==> config.mk <==
export PLATFORM = sky130hd
export DESIGN_NAME = packet_xor_parity_accumulator
export DESIGN_NICKNAME = d
export VERILOG_FILES = /design/src/rtl/xor_vec_using_mux.sv /design/src/rtl/packet_xor_parity_accumulator.sv
export SDC_FILE = /design/constraint.sdc
export NUM_CORES = 1
export LEC_CHECK = 0
export BUFFER_PORTS_ARGS = -buffer_cell sky130_fd_sc_hd__buf_2
export CORE_ASPECT_RATIO = 0.9
export CORE_MARGIN = 10
export CORE_UTILIZATION = 61
export CTS_BUF_LIST = sky130_fd_sc_hd__clkbuf_16
export DETAILED_ROUTE_END_ITERATION = 7
export PLACE_DENSITY_LB_ADDON = 0.3
export SETUP_SLACK_MARGIN = 0.1
export SKIP_CTS_REPAIR_TIMING = 1
export SLEW_MARGIN = 20
export SYNTH_ARGS = -nofsm -noshare
export SYNTH_HDL_FRONTEND = slang
export SYNTH_HIERARCHICAL = 1
export SYNTH_SLANG_ARGS = --single-unit
==> constraint.sdc <==
create_clock -name clk -period 6.2 [get_ports clk]
set_clock_uncertainty 0.1 [all_clocks]
set_input_delay 0.62 -clock clk [delete_from_list [all_inputs] [get_ports clk]]
set_output_delay 0.62 -clock clk [all_outputs]
set_load 0.005 [all_outputs]
==> src/rtl/xor_vec_using_mux.sv <==
// Bitwise XOR built purely from 2:1 multiplexers and constants.
// mux2 is the only primitive; xor_vec_using_mux composes one XOR cell per bit from it.

module mux2 (
    input  logic sel,
    input  logic d0,
    input  logic d1,
    output logic y
);
    assign y = sel ? d1 : d0;
endmodule

module xor_vec_using_mux #(
    parameter int WIDTH = 8
) (
    input  logic [WIDTH-1:0] a,
    input  logic [WIDTH-1:0] b,
    output logic [WIDTH-1:0] y
);
    logic [WIDTH-1:0] b_n;

    for (genvar i = 0; i < WIDTH; i++) begin : g_bit
        // Inverter from constants: b ? 0 : 1.
        mux2 u_inv (.sel(b[i]), .d0(1'b1), .d1(1'b0), .y(b_n[i]));
        mux2 u_xor (.sel(a[i]), .d0(b[i]), .d1(b_n[i]), .y(y[i]));
    end
endmodule

==> src/rtl/packet_xor_parity_accumulator.sv <==
// Streaming packet XOR accumulator: column XOR, parity, saturating word count and
// overflow, reported one cycle after the last beat of each packet.

module packet_xor_parity_accumulator #(
    parameter int WIDTH = 8,
    parameter int CNT_W = 8
) (
    input  logic             clk,
    input  logic             rst,
    input  logic             up_valid,
    input  logic [WIDTH-1:0] up_data,
    input  logic             up_last,
    input  logic             odd_mode,
    output logic             down_valid,
    output logic [WIDTH-1:0] down_word_xor,
    output logic             down_parity,
    output logic [CNT_W-1:0] down_count,
    output logic             down_overflow
);
    typedef enum logic {IDLE, ACCUM} state_t;

    localparam logic [CNT_W-1:0] CNT_MAX = '1;

    state_t           state;
    logic [WIDTH-1:0] acc;
    logic [WIDTH-1:0] acc_base;
    logic [WIDTH-1:0] word_xor;
    logic [CNT_W-1:0] cnt;
    logic [CNT_W-1:0] cnt_next;
    logic             ovf;
    logic             ovf_next;
    logic [WIDTH:0]   par_chain;

    // A first word XORs against zero, so IDLE needs no separate load path.
    assign acc_base = (state == ACCUM) ? acc : '0;

    xor_vec_using_mux #(.WIDTH(WIDTH)) u_word_xor (
        .a(acc_base),
        .b(up_data),
        .y(word_xor)
    );

    // Parity chain seeded with odd_mode, so the final tap already includes the mode.
    assign par_chain[0] = odd_mode;
    for (genvar i = 0; i < WIDTH; i++) begin : g_par
        xor_vec_using_mux #(.WIDTH(1)) u_par (
            .a(par_chain[i]),
            .b(word_xor[i]),
            .y(par_chain[i+1])
        );
    end

    always_comb begin
        // NOTE: defaults first so every path assigns both signals and no latch is inferred.
        cnt_next = CNT_W'(1);
        ovf_next = 1'b0;
        if (state == ACCUM) begin
            cnt_next = (cnt == CNT_MAX) ? cnt : cnt + CNT_W'(1);
            ovf_next = ovf | (cnt == CNT_MAX);
        end
    end

    // NOTE: non-blocking assignments so every register samples pre-edge values.
    always_ff @(posedge clk) begin
        if (rst) begin
            state         <= IDLE;
            acc           <= '0;
            cnt           <= '0;
            ovf           <= 1'b0;
            down_valid    <= 1'b0;
            down_word_xor <= '0;
            down_parity   <= 1'b0;
            down_count    <= '0;
            down_overflow <= 1'b0;
        end else begin
            down_valid <= 1'b0;
            if (up_valid) begin
                if (up_last) begin
                    state         <= IDLE;
                    down_valid    <= 1'b1;
                    down_word_xor <= word_xor;
                    down_parity   <= par_chain[WIDTH];
                    down_count    <= cnt_next;
                    down_overflow <= ovf_next;
                end else begin
                    state <= ACCUM;
                    acc   <= word_xor;
                    cnt   <= cnt_next;
                    ovf   <= ovf_next;
                end
            end
        end
    end
endmodule
### After elaboration in Yosys (flattened, before gate mapping)

Cells that the tools add are included.

* output and inout bits: 19
* register bits: 37
* word-level logic and storage cells: 55

* add/subtract/negate cells: 1
* mux-type cells: 38
* equal/unequal tests: 1
* bitwise gates (word level): 3
* reduce and logical (&&, ||, !) cells: 3

Operators with widths (number)
* $mux 1: 35
* $mux 8: 3
* $add 8x1->8 const B: 1
* $eq 8x8->1 const B: 1
* $reduce_and 2->1: 2
* $not 1->1: 2
* $reduce_or 2->1: 1
* $or 1x1->1: 1

### Longest topological paths before layout

Gate-level depths: netlist of run 1.

* depth after elaboration: 11
* depth in mapped cells: 15

### Hierarchy

Netlist of run 1, hierarchy kept.

By module, submodules not included
* packet_xor_parity_accumulator: area each 1561.5 um^2, seq. area each 740.7 um^2, cells each 193, instances 1
* mux2: area each 15.0 um^2, seq. area each 0.0 um^2, cells each 1, instances 32
* xor_vec_using_mux: area each 7.5 um^2, seq. area each 0.0 um^2, cells each 2, instances 9

### Worst setup path after synthesis of run 1

No wires, ideal clock.

* path kind: register -> register
* start point: reg state
* end point: reg down_parity
* slack: 2.219 ns
* period minus slack after synthesis: 3.981 ns
* cell stages (with the launch flop): 16
* library setup time: 0.132 ns
* data arrival time: 3.749 ns
* path through: dfxtp_1 buf_2 clkbuf_1 and2_1 mux2_4 mux2_4 mux2_4 mux2_4 mux2_4 mux2_4 mux2_4 mux2_4 mux2_4 mux2_4 nand2_1 a21oi_1

* cells in the longest elaborated chain, start to end: 11
* elaborated cells between the ends (all ways): 25
* those cells by class: mux (25)

Ends and longest elaborated chain
* start, declared: RTL line packet_xor_parity_accumulator.sv:24 `state_t state;`
* start signal, assigned: RTL line packet_xor_parity_accumulator.sv:66 `state <= IDLE;`
* start signal, assigned: RTL line packet_xor_parity_accumulator.sv:79 `state <= IDLE;`
* start signal, assigned: RTL line packet_xor_parity_accumulator.sv:86 `state <= ACCUM;`
* $mux 8: RTL line packet_xor_parity_accumulator.sv:35 `assign acc_base = (state == ACCUM) ? acc : '0;`
* net acc_base[0]: RTL line packet_xor_parity_accumulator.sv:26 `logic [WIDTH-1:0] acc_base;`
* $mux 1: RTL line xor_vec_using_mux.sv:10 `assign y = sel ? d1 : d0;`
* net word_xor[0]: RTL line packet_xor_parity_accumulator.sv:27 `logic [WIDTH-1:0] word_xor;`
* $mux 1: RTL line xor_vec_using_mux.sv:10
* net g_par[0].u_par.b_n: RTL line xor_vec_using_mux.sv:20 `logic [WIDTH-1:0] b_n;`
* $mux 1: RTL line xor_vec_using_mux.sv:10
* net par_chain[1]: RTL line packet_xor_parity_accumulator.sv:32 `logic [WIDTH:0] par_chain;`
* [1 not listed]
* net par_chain[2]: RTL line packet_xor_parity_accumulator.sv:32
* [1 not listed]
* net par_chain[3]: RTL line packet_xor_parity_accumulator.sv:32
* [1 not listed]
* net par_chain[4]: RTL line packet_xor_parity_accumulator.sv:32
* $mux 1: RTL line xor_vec_using_mux.sv:10
* net par_chain[5]: RTL line packet_xor_parity_accumulator.sv:32
* $mux 1: RTL line xor_vec_using_mux.sv:10
* net par_chain[6]: RTL line packet_xor_parity_accumulator.sv:32
* $mux 1: RTL line xor_vec_using_mux.sv:10
* net par_chain[7]: RTL line packet_xor_parity_accumulator.sv:32
* $mux 1: RTL line xor_vec_using_mux.sv:10
* net par_chain[8]: RTL line packet_xor_parity_accumulator.sv:32
* end signal, assigned: RTL line packet_xor_parity_accumulator.sv:82 `down_parity <= par_chain[WIDTH];`
* end, declared: RTL line packet_xor_parity_accumulator.sv:16 `output logic down_parity,`

The timed path passes the listed nets, and every way through them passes these cells.
A chain may end at the register's enable or synchronous reset.

### Final worst setup path of run 1

Ends and elaborated chain as after synthesis.

==> reports/qor.yml, run 1 <==
outcome:
  run_status: "complete, no violations"
timing:
  unrepaired_setup_endpoints_after_global_routing: "false"
  setup_ws_ns: 2.00
  timing_max_transition_violations_final: 0
  timing.final.crit_share_pct: 67.7
  tns_ns: 0
  setup_violation_total_in_the_final_timing_report: 0
  hold_viol_final: 0
  timing_worst_slew_pin_value_ns: 0.627
  fin_crit_period_ns: 4.20
  max_slew_margin_pct: 58.2
  timing.fmax_mhz: 238
clock_network:
  clock_tree.root_cell: "sky130_fd_sc_hd__clkbuf_16"
  clock_path_buffers: 2
  cts_inserted_buffers: 5
  clock_slew_at_reported_path_ffs_ns: 0.06
  clock_tree_from_tritoncts: "built"
  clock_insertion_delay_worst_skew_ns: 0.28
  cts_sinks: 37
  ctsHtreeMaxLevel: 2
floorplan:
  initial_util_pct: 62.9
  pin_count: 32
  core.rowCount: 20
  core-area_sq_um: 3350
  design.die.area_sq_um: 6210
  die-width_um: 82.0
  die_h_um: 75.8
setup_path:
  cpMostUsedCell: "sky130_fd_sc_hd__mux2_4"
  critical_path_launch_point: "state$_SDFFE_PP0P_"
  worst_setup_path_start_kind: "flop"
  worst_setup_path_end_kind: "flop"
  worst-setup-path-type: "reg -> reg"
  rr_startpoint: "state$_SDFFE_PP0P_"
  worstPathArrival_ns: 4.24
  series_of_cell_instances_along_the_critical_path: "and2_1 -> mux2_4 -> mux2_4 -> mux2_4 -> mux2_4 -> mux2_4 -> mux2_4 -> mux2_4 -> mux2_4 -> mux2_4 -> mux2_4 -> nand2_1 -> a21oi_1"
  crit_path_top_delay_cell: "sky130_fd_sc_hd__dfxtp_1"
  worst_path_required_ns: 6.24
  cpPeakStageDelay_ns: 0.72
  critical_path_peak_fanout: 19
grt:
  grt_first_pass_wirelength_mm: 7.49
  number_of_antenna_violations_at_the_first_check_in_global_routing: 0
  grt_pass1_vias: 1664
  groute.usage.overall_pct: 15.6
  grt.overflow.total: 0
  grt_start_max_net_pins: 32
pwr:
  power_w: 0.000612
  power_density_nw_per_um2: 245
  max-vdd-ir-drop_uv: 193
  cellLeakagePower_nw: 1.10
route:
  drc_errors: 0
  detailedRoute.firstIterationViolations: 149
  1st_pass_router_iterations: 4
  post_drt_wl_per_cell_um: 13.8
  dr_total_vias: 1742
  route.antenna.remaining_nets: 0
  routed_wirelength_mm: 4.57
  detail_route.vias_per_cell: 5.28
logic_synthesis:
  synth.largest_area_cell: "sky130_fd_sc_hd__dfxtp_1"
  yosysTopAreaCellShare_pct: 35.1
  ys_top_cells_by_area: "sky130_fd_sc_hd__dfxtp_1 (35%), sky130_fd_sc_hd__mux2_4 (23%), sky130_fd_sc_hd__nand2_1 (9.4%)"
  postSynthCellCount: 243
  synth_sequential_area_ratio_pct: 35.1
  ys_seq_elements: 37
  synth_area_sq_um: 2110
  syn-mean-instance-area_sq_um: 8.68
  ys.warnings.count: 6
  synth.lib_cells_used.distinct: 39
finish:
  layout-area-overhead-vs-synth_pct: 18.2
  nNetsFinal: 299
  fraction_of_final_layout_cells_with_drive_strength_greater_than_1_pct: 26.6
  insertedDiodeCount: 0
place:
  count_of_port_buffers_added_during_placement: 31
  routabilityCongestion: 0.856
  detailed_place_hpwl_mm: 3.04
  dp_worst_setup_slack_ns: 2.07
min_path:
  hold_path_class: "reg -> reg"
  hold_path_startpoint: "down_overflow$_SDFFE_PP0P_"
job:
  max-cap-violations: 0
## layout by cell type (no fill, tap or decap), types with 2 or more instances in the layout
| master | instances |
|---|---|
| sky130_fd_sc_hd__and2_1 | 9 |
| sky130_fd_sc_hd__mux2i_1 | 2 |
| sky130_fd_sc_hd__dfxtp_1 | 37 |
| sky130_fd_sc_hd__conb_1 | 32 |
| sky130_fd_sc_hd__buf_2 | 31 |
| sky130_fd_sc_hd__nor3_1 | 6 |
| sky130_fd_sc_hd__mux2_4 | 32 |
| sky130_fd_sc_hd__and4_1 | 2 |
| sky130_fd_sc_hd__a211oi_1 | 2 |
| sky130_fd_sc_hd__nand2_1 | 53 |
| sky130_fd_sc_hd__o21ai_0 | 11 |
| sky130_fd_sc_hd__clkbuf_16 | 5 |
| sky130_fd_sc_hd__a21oi_1 | 24 |
| sky130_fd_sc_hd__nand2b_1 | 2 |
| sky130_fd_sc_hd__nor4_1 | 2 |
| sky130_fd_sc_hd__o21a_1 | 2 |
| sky130_fd_sc_hd__nand3_1 | 3 |
| sky130_fd_sc_hd__nor2_1 | 8 |
## where the power goes
part / switching [W] / leakage, nW / internal [W] / total (W)
logic: 0.0000348 / 0.725 / 0.0000406 / 0.0000755
registers: 0.00000564 / 0.301 / 0.000245 / 0.000251
clock network: 0.0000974 / 0.0775 / 0.000188 / 0.000286
total: 0.000138 / 1.10 / 0.000474 / 0.000612
## layer usage
layer  share of wire, %  track usage [%]  wire [um]  vias to the layer above
li1                   -                -          -                      879
met1                 44             18.0       1990                      803
met2                 48             26.1       2180                       56
met3                7.7             5.42        350                        4
met4               0.90             6.04         41                        0
met5                  0                0          0                        -
## cells in the mapped netlist (all sizes together)
master	number
a21boi	1
nor4	3
a22o	1
mux2i	2
and3	1
o21a	2
clkbuf	5
a2bb2oi	1
nor3	7
and2	9
o2bb2a	1
conb	18
nor2	9
a31oi	1
buf	6
xor2	1
nand3	3
nand3b	1
o21ai	12
nand2	53
a211oi	3
ha	1
nand4	1
o31ai	1
nor3b	1
a21oi	24
nor2b	1
mux2	32
and4	2
a311oi	1
dfxtp	37
nand2b	2
## critical path, delay by kind of cell, from the launching register on
kind	cells	cell delay, ns
DFF	1	0.72
AOI/OAI and AO/OA	1	0.07
muxes	10	2.84
and+or+nand+nor	2	0.30
## cell type report
type,instances,area [sq um]
Tap cell,44,55.1
Timing Repair Buffer,32,163
Clock inverter,3,41.3
Sequential cell,37,741
Clock buffer,5,125
Multi-Input combinational cell,209,1370
Fill cell,270,860
## final timing paths
kind,endpoint,slack [ns],cells after the start
worst max-delay path,down_parity$_SDFFE_PP0P_,2.00,13
worst min-delay path,down_overflow$_SDFFE_PP0P_,0.33,2
worst min register to register,down_overflow$_SDFFE_PP0P_,0.33,2
worst max register to register,down_parity$_SDFFE_PP0P_,2.00,13
## logic make-up after synthesis
| kind of cell | synth area share (%) |
|---|---|
| other | 3.20 |
| multiplexers | 23.7 |
| buffers and inverters | 2.49 |
| XOR/XNOR | 0.415 |
| flip-flops | 35.1 |
| AO/OA/AOI/OAI | 13.3 |
| adder cells (fa/ha/maj) | 0.593 |
| AND/OR/NAND/NOR | 21.2 |
## flip-flops by register name, indices dropped and copies added (netlist names)
signal and cells:
acc 8, cnt 8, down_count 8, down_word_xor 8
down_overflow 1, down_parity 1, down_valid 1, ovf 1
state 1
## stage by stage
stage          std cells  instance area [sq um]  util [%]  hold slack [ns]
2_1_floorplan        257                   2160         -            0.332
3_3_place_gp         322                   2330      69.4            0.323
3_5_place_dp         322                   2330      69.4            0.327
4_1_cts              330                   2490      74.4            0.336
5_1_grt              330                   2490      74.4            0.372
6_report             330                   2490      74.4            0.331
Power figures use the tool's default switching activity.
==> run 2, diff against run 1 <==
--- a/config.mk
+++ b/config.mk
@@ -8,7 +8,7 @@
 export BUFFER_PORTS_ARGS = -buffer_cell sky130_fd_sc_hd__buf_2
 export CORE_ASPECT_RATIO = 0.9
 export CORE_MARGIN = 10
-export CORE_UTILIZATION = 61
+export CORE_UTILIZATION = 56
 export CTS_BUF_LIST = sky130_fd_sc_hd__clkbuf_16
 export DETAILED_ROUTE_END_ITERATION = 7
 export PLACE_DENSITY_LB_ADDON = 0.3
==> constraint.sdc (replaced) <==
create_clock -name clk -period 4.4 [get_ports clk]
set_clock_uncertainty 0.1 [all_clocks]
set_input_delay 0.44 -clock clk [delete_from_list [all_inputs] [get_ports clk]]
set_output_delay 0.44 -clock clk [all_outputs]
set_load 0.005 [all_outputs]
==> run 2 against run 1 <==
Against the previous run:
- fmax up 13%
- clock-buffer cell count unchanged
- global-route usage down 1.7 points
- critical path depth unchanged
- sequential share of layout area up 0.16 points
- routed wire length down 0.66%
- die area up 6.6%
- sequential cell count unchanged
- sequential power up 39%
- hold slack better by 0.0061 ns
- combinational power up 46%
- via count down 2.2%
- highest routed layer unchanged
==> reports/qor.yml, run 2 (synthesis gave the netlist of run 1 again) <==
finish:
  final_cell_area_sq_um: 2480  # -0.55%
  layout-area-overhead-vs-synth_pct: 17.6
  fill_cells: 301  # +11%
  final_cell_mix: "sky130_fd_sc_hd__nand2_1 (53), sky130_fd_sc_hd__dfxtp_1 (37), sky130_fd_sc_hd__mux2_4 (32), sky130_fd_sc_hd__conb_1 (32), sky130_fd_sc_hd__buf_2 (31)"
  layout.cells.most_common: "sky130_fd_sc_hd__nand2_1"
  insertedDiodeCount: 0  # unchanged
  fraction_of_final_layout_cells_with_drive_strength_greater_than_1_pct: 27.2  # +0.60 points
  nNetsFinal: 300  # +0.33%
route:
  detail_route.vias_per_cell: 5.12  # -3.1%
  wl_met1_mm: 2.11  # +6.1%
  top_layer_used: "met4"
  dr_total_vias: 1704  # -2.2%
  route.antenna.remaining_nets: 0  # unchanged
  post_drt_wl_per_cell_um: 13.6  # -1.6%
  dr_wl_met3_um: 268  # -23%
  detailedRoute.firstIterationViolations: 153  # +2.7%
  met2WireLength_mm: 2.13  # -2.4%
  drc_errors: 0  # unchanged
  routed_wirelength_mm: 4.54  # -0.66%
  1st_pass_router_iterations: 4  # unchanged
job:
  max-cap-violations: 0  # unchanged
clock_network:
  cts_sinks: 37  # unchanged
  ctsHtreeMaxLevel: 2  # unchanged
  clock_path_buffers: 2  # unchanged
  clock_insertion_delay_worst_skew_ns: 0.27  # about the same
  clock_tree_from_tritoncts: "built"
  cts_inserted_buffers: 5  # unchanged
  clock_slew_at_reported_path_ffs_ns: 0.06  # about the same
  clock_tree.root_cell: "sky130_fd_sc_hd__clkbuf_16"
place:
  detailed_place_hpwl_mm: 3.18  # +4.5%
  post_dp_area_sq_um: 2340  # +0.43%
  routabilityCongestion: 0.841  # -1.8%
  count_of_port_buffers_added_during_placement: 31  # unchanged
setup_path:
  critical_path_peak_fanout: 4  # -15
  worst-setup-path-type: "reg -> reg"
  worst_path_required_ns: 4.44  # -1.80 ns
  series_of_cell_instances_along_the_critical_path: "and2_1 -> mux2_4 -> mux2_4 -> mux2_4 -> mux2_4 -> mux2_4 -> mux2_4 -> mux2_4 -> mux2_4 -> mux2_4 -> mux2_4 -> nand2_1 -> a21oi_1"
  worst_setup_path_end_kind: "flop"
  worstPathArrival_ns: 3.75  # -0.49 ns
  critical_path.top_delay_family: "multiplexers"
  crit_path_top_delay_cell: "sky130_fd_sc_hd__mux2_4"
  cpMostUsedCell: "sky130_fd_sc_hd__mux2_4"
  cpPeakStageDelay_ns: 0.31  # -0.41 ns
  critical_path.n_buffers_inverters: 0  # unchanged
  worst_setup_path_start_kind: "flop"
floorplan:
  pin_count: 32  # unchanged
  die-width_um: 84.7  # +3.3%
  design.die.area_sq_um: 6630  # +6.6%
  core-area_sq_um: 3680  # +9.7%
  core.rowCount: 21  # +5.0%
  initial_util_pct: 57.3  # -5.6 points
  die_h_um: 78.2  # +3.2%
timing:
  timing.fmax_mhz: 269  # +13%
  timing_worst_slew_pin_value_ns: 0.657  # +0.0299 ns
  tns_ns: 0  # unchanged
  fin_crit_period_ns: 3.72  # -0.481 ns
  max_slew_margin_pct: 56.1  # -2.1 points
  timing_max_transition_violations_final: 0  # unchanged
  setup_violation_total_in_the_final_timing_report: 0  # unchanged
  timing.final.crit_share_pct: 84.5  # +17 points
  whs_ns: 0.337  # +0.00615 ns
  unrepaired_setup_endpoints_after_global_routing: "false"
  hold_viol_final: 0  # unchanged
grt:
  grt.overflow.total: 0  # unchanged
  groute.usage.overall_pct: 14.0  # -1.7 points
  number_of_antenna_violations_at_the_first_check_in_global_routing: 0  # unchanged
  grt_pass1_vias: 1697  # +2.0%
  grt_first_pass_wirelength_mm: 7.87  # +5.1%
  grt_start_max_net_pins: 32  # unchanged
min_path:
  hold_path_class: "reg -> reg"
pwr:
  power_density_nw_per_um2: 323  # +32%
  cellLeakagePower_nw: 1.10  # -0.25%
  max-vdd-ir-drop_uv: 253  # +31%
outcome:
  run_status: "complete, no violations"
[run 2: where the power goes]
group	switching, W	leakage [nW]	internal [W]	total, W
registers	0.00000504	0.301	0.000345	0.000350
logic	0.0000522	0.730	0.0000580	0.000110
clock network	0.000134	0.0696	0.000207	0.000342
[run 2: through the flow]
step / utilization, % / power (W) / setup slack (ns) / instances
final: 67.4 / 0.000802 / 0.683 / 333
after global routing: 67.4 / 0.000838 / 0.631 / 333
after CTS: 67.4 / 0.000808 / 0.688 / 333
after detailed placement: 63.5 / 0.000466 / 0.471 / 325
after global placement: 63.5 / 0.000463 / 0.512 / 325
after floorplan: - / 0.000440 / 0.419 / 257
[run 2: layer usage]
| metal | up-vias | global-route usage, % |
|---|---|---|
| met4 | 0 | 4.93 |
| met3 | 2 | 5.06 |
| met1 | 784 | 17.4 |
| met2 | 38 | 21.8 |
| li1 | 880 | - |
| met5 | - | 0 |
[run 2: layout make-up]
| class | instances | area (sq um) | area share, % |
|---|---|---|---|
| repair buffers | 33 | 170 | 6.86 |
| clock inverters | 3 | 17.5 | 0.706 |
| clock buffers | 5 | 125 | 5.05 |
| multi-input cells | 209 | 1370 | 55.2 |
| well taps | 46 | 57.6 | 2.32 |
| flip-flops and latches | 37 | 741 | 29.9 |
[run 2: worst register-to-register path: cells and delay by family (launching register included)]
kind / cells / cell delay (ns)
flops: 1 / 0.30
compound gates: 1 / 0.06
simple gates: 2 / 0.22
mux: 10 / 2.89
[run 2: path summary, 6_finish.rpt]
kind / start / endpoint / slack (ns) / depth (start not counted)
setup reg to reg: acc[0]$_SDFFE_PP0P_ / down_parity$_SDFFE_PP0P_ / 0.68 / 13
hold / removal: down_overflow$_SDFFE_PP0P_ / down_overflow$_SDFFE_PP0P_ / 0.34 / 2
hold reg to reg: down_overflow$_SDFFE_PP0P_ / down_overflow$_SDFFE_PP0P_ / 0.34 / 2
setup / recovery: acc[0]$_SDFFE_PP0P_ / down_parity$_SDFFE_PP0P_ / 0.68 / 13
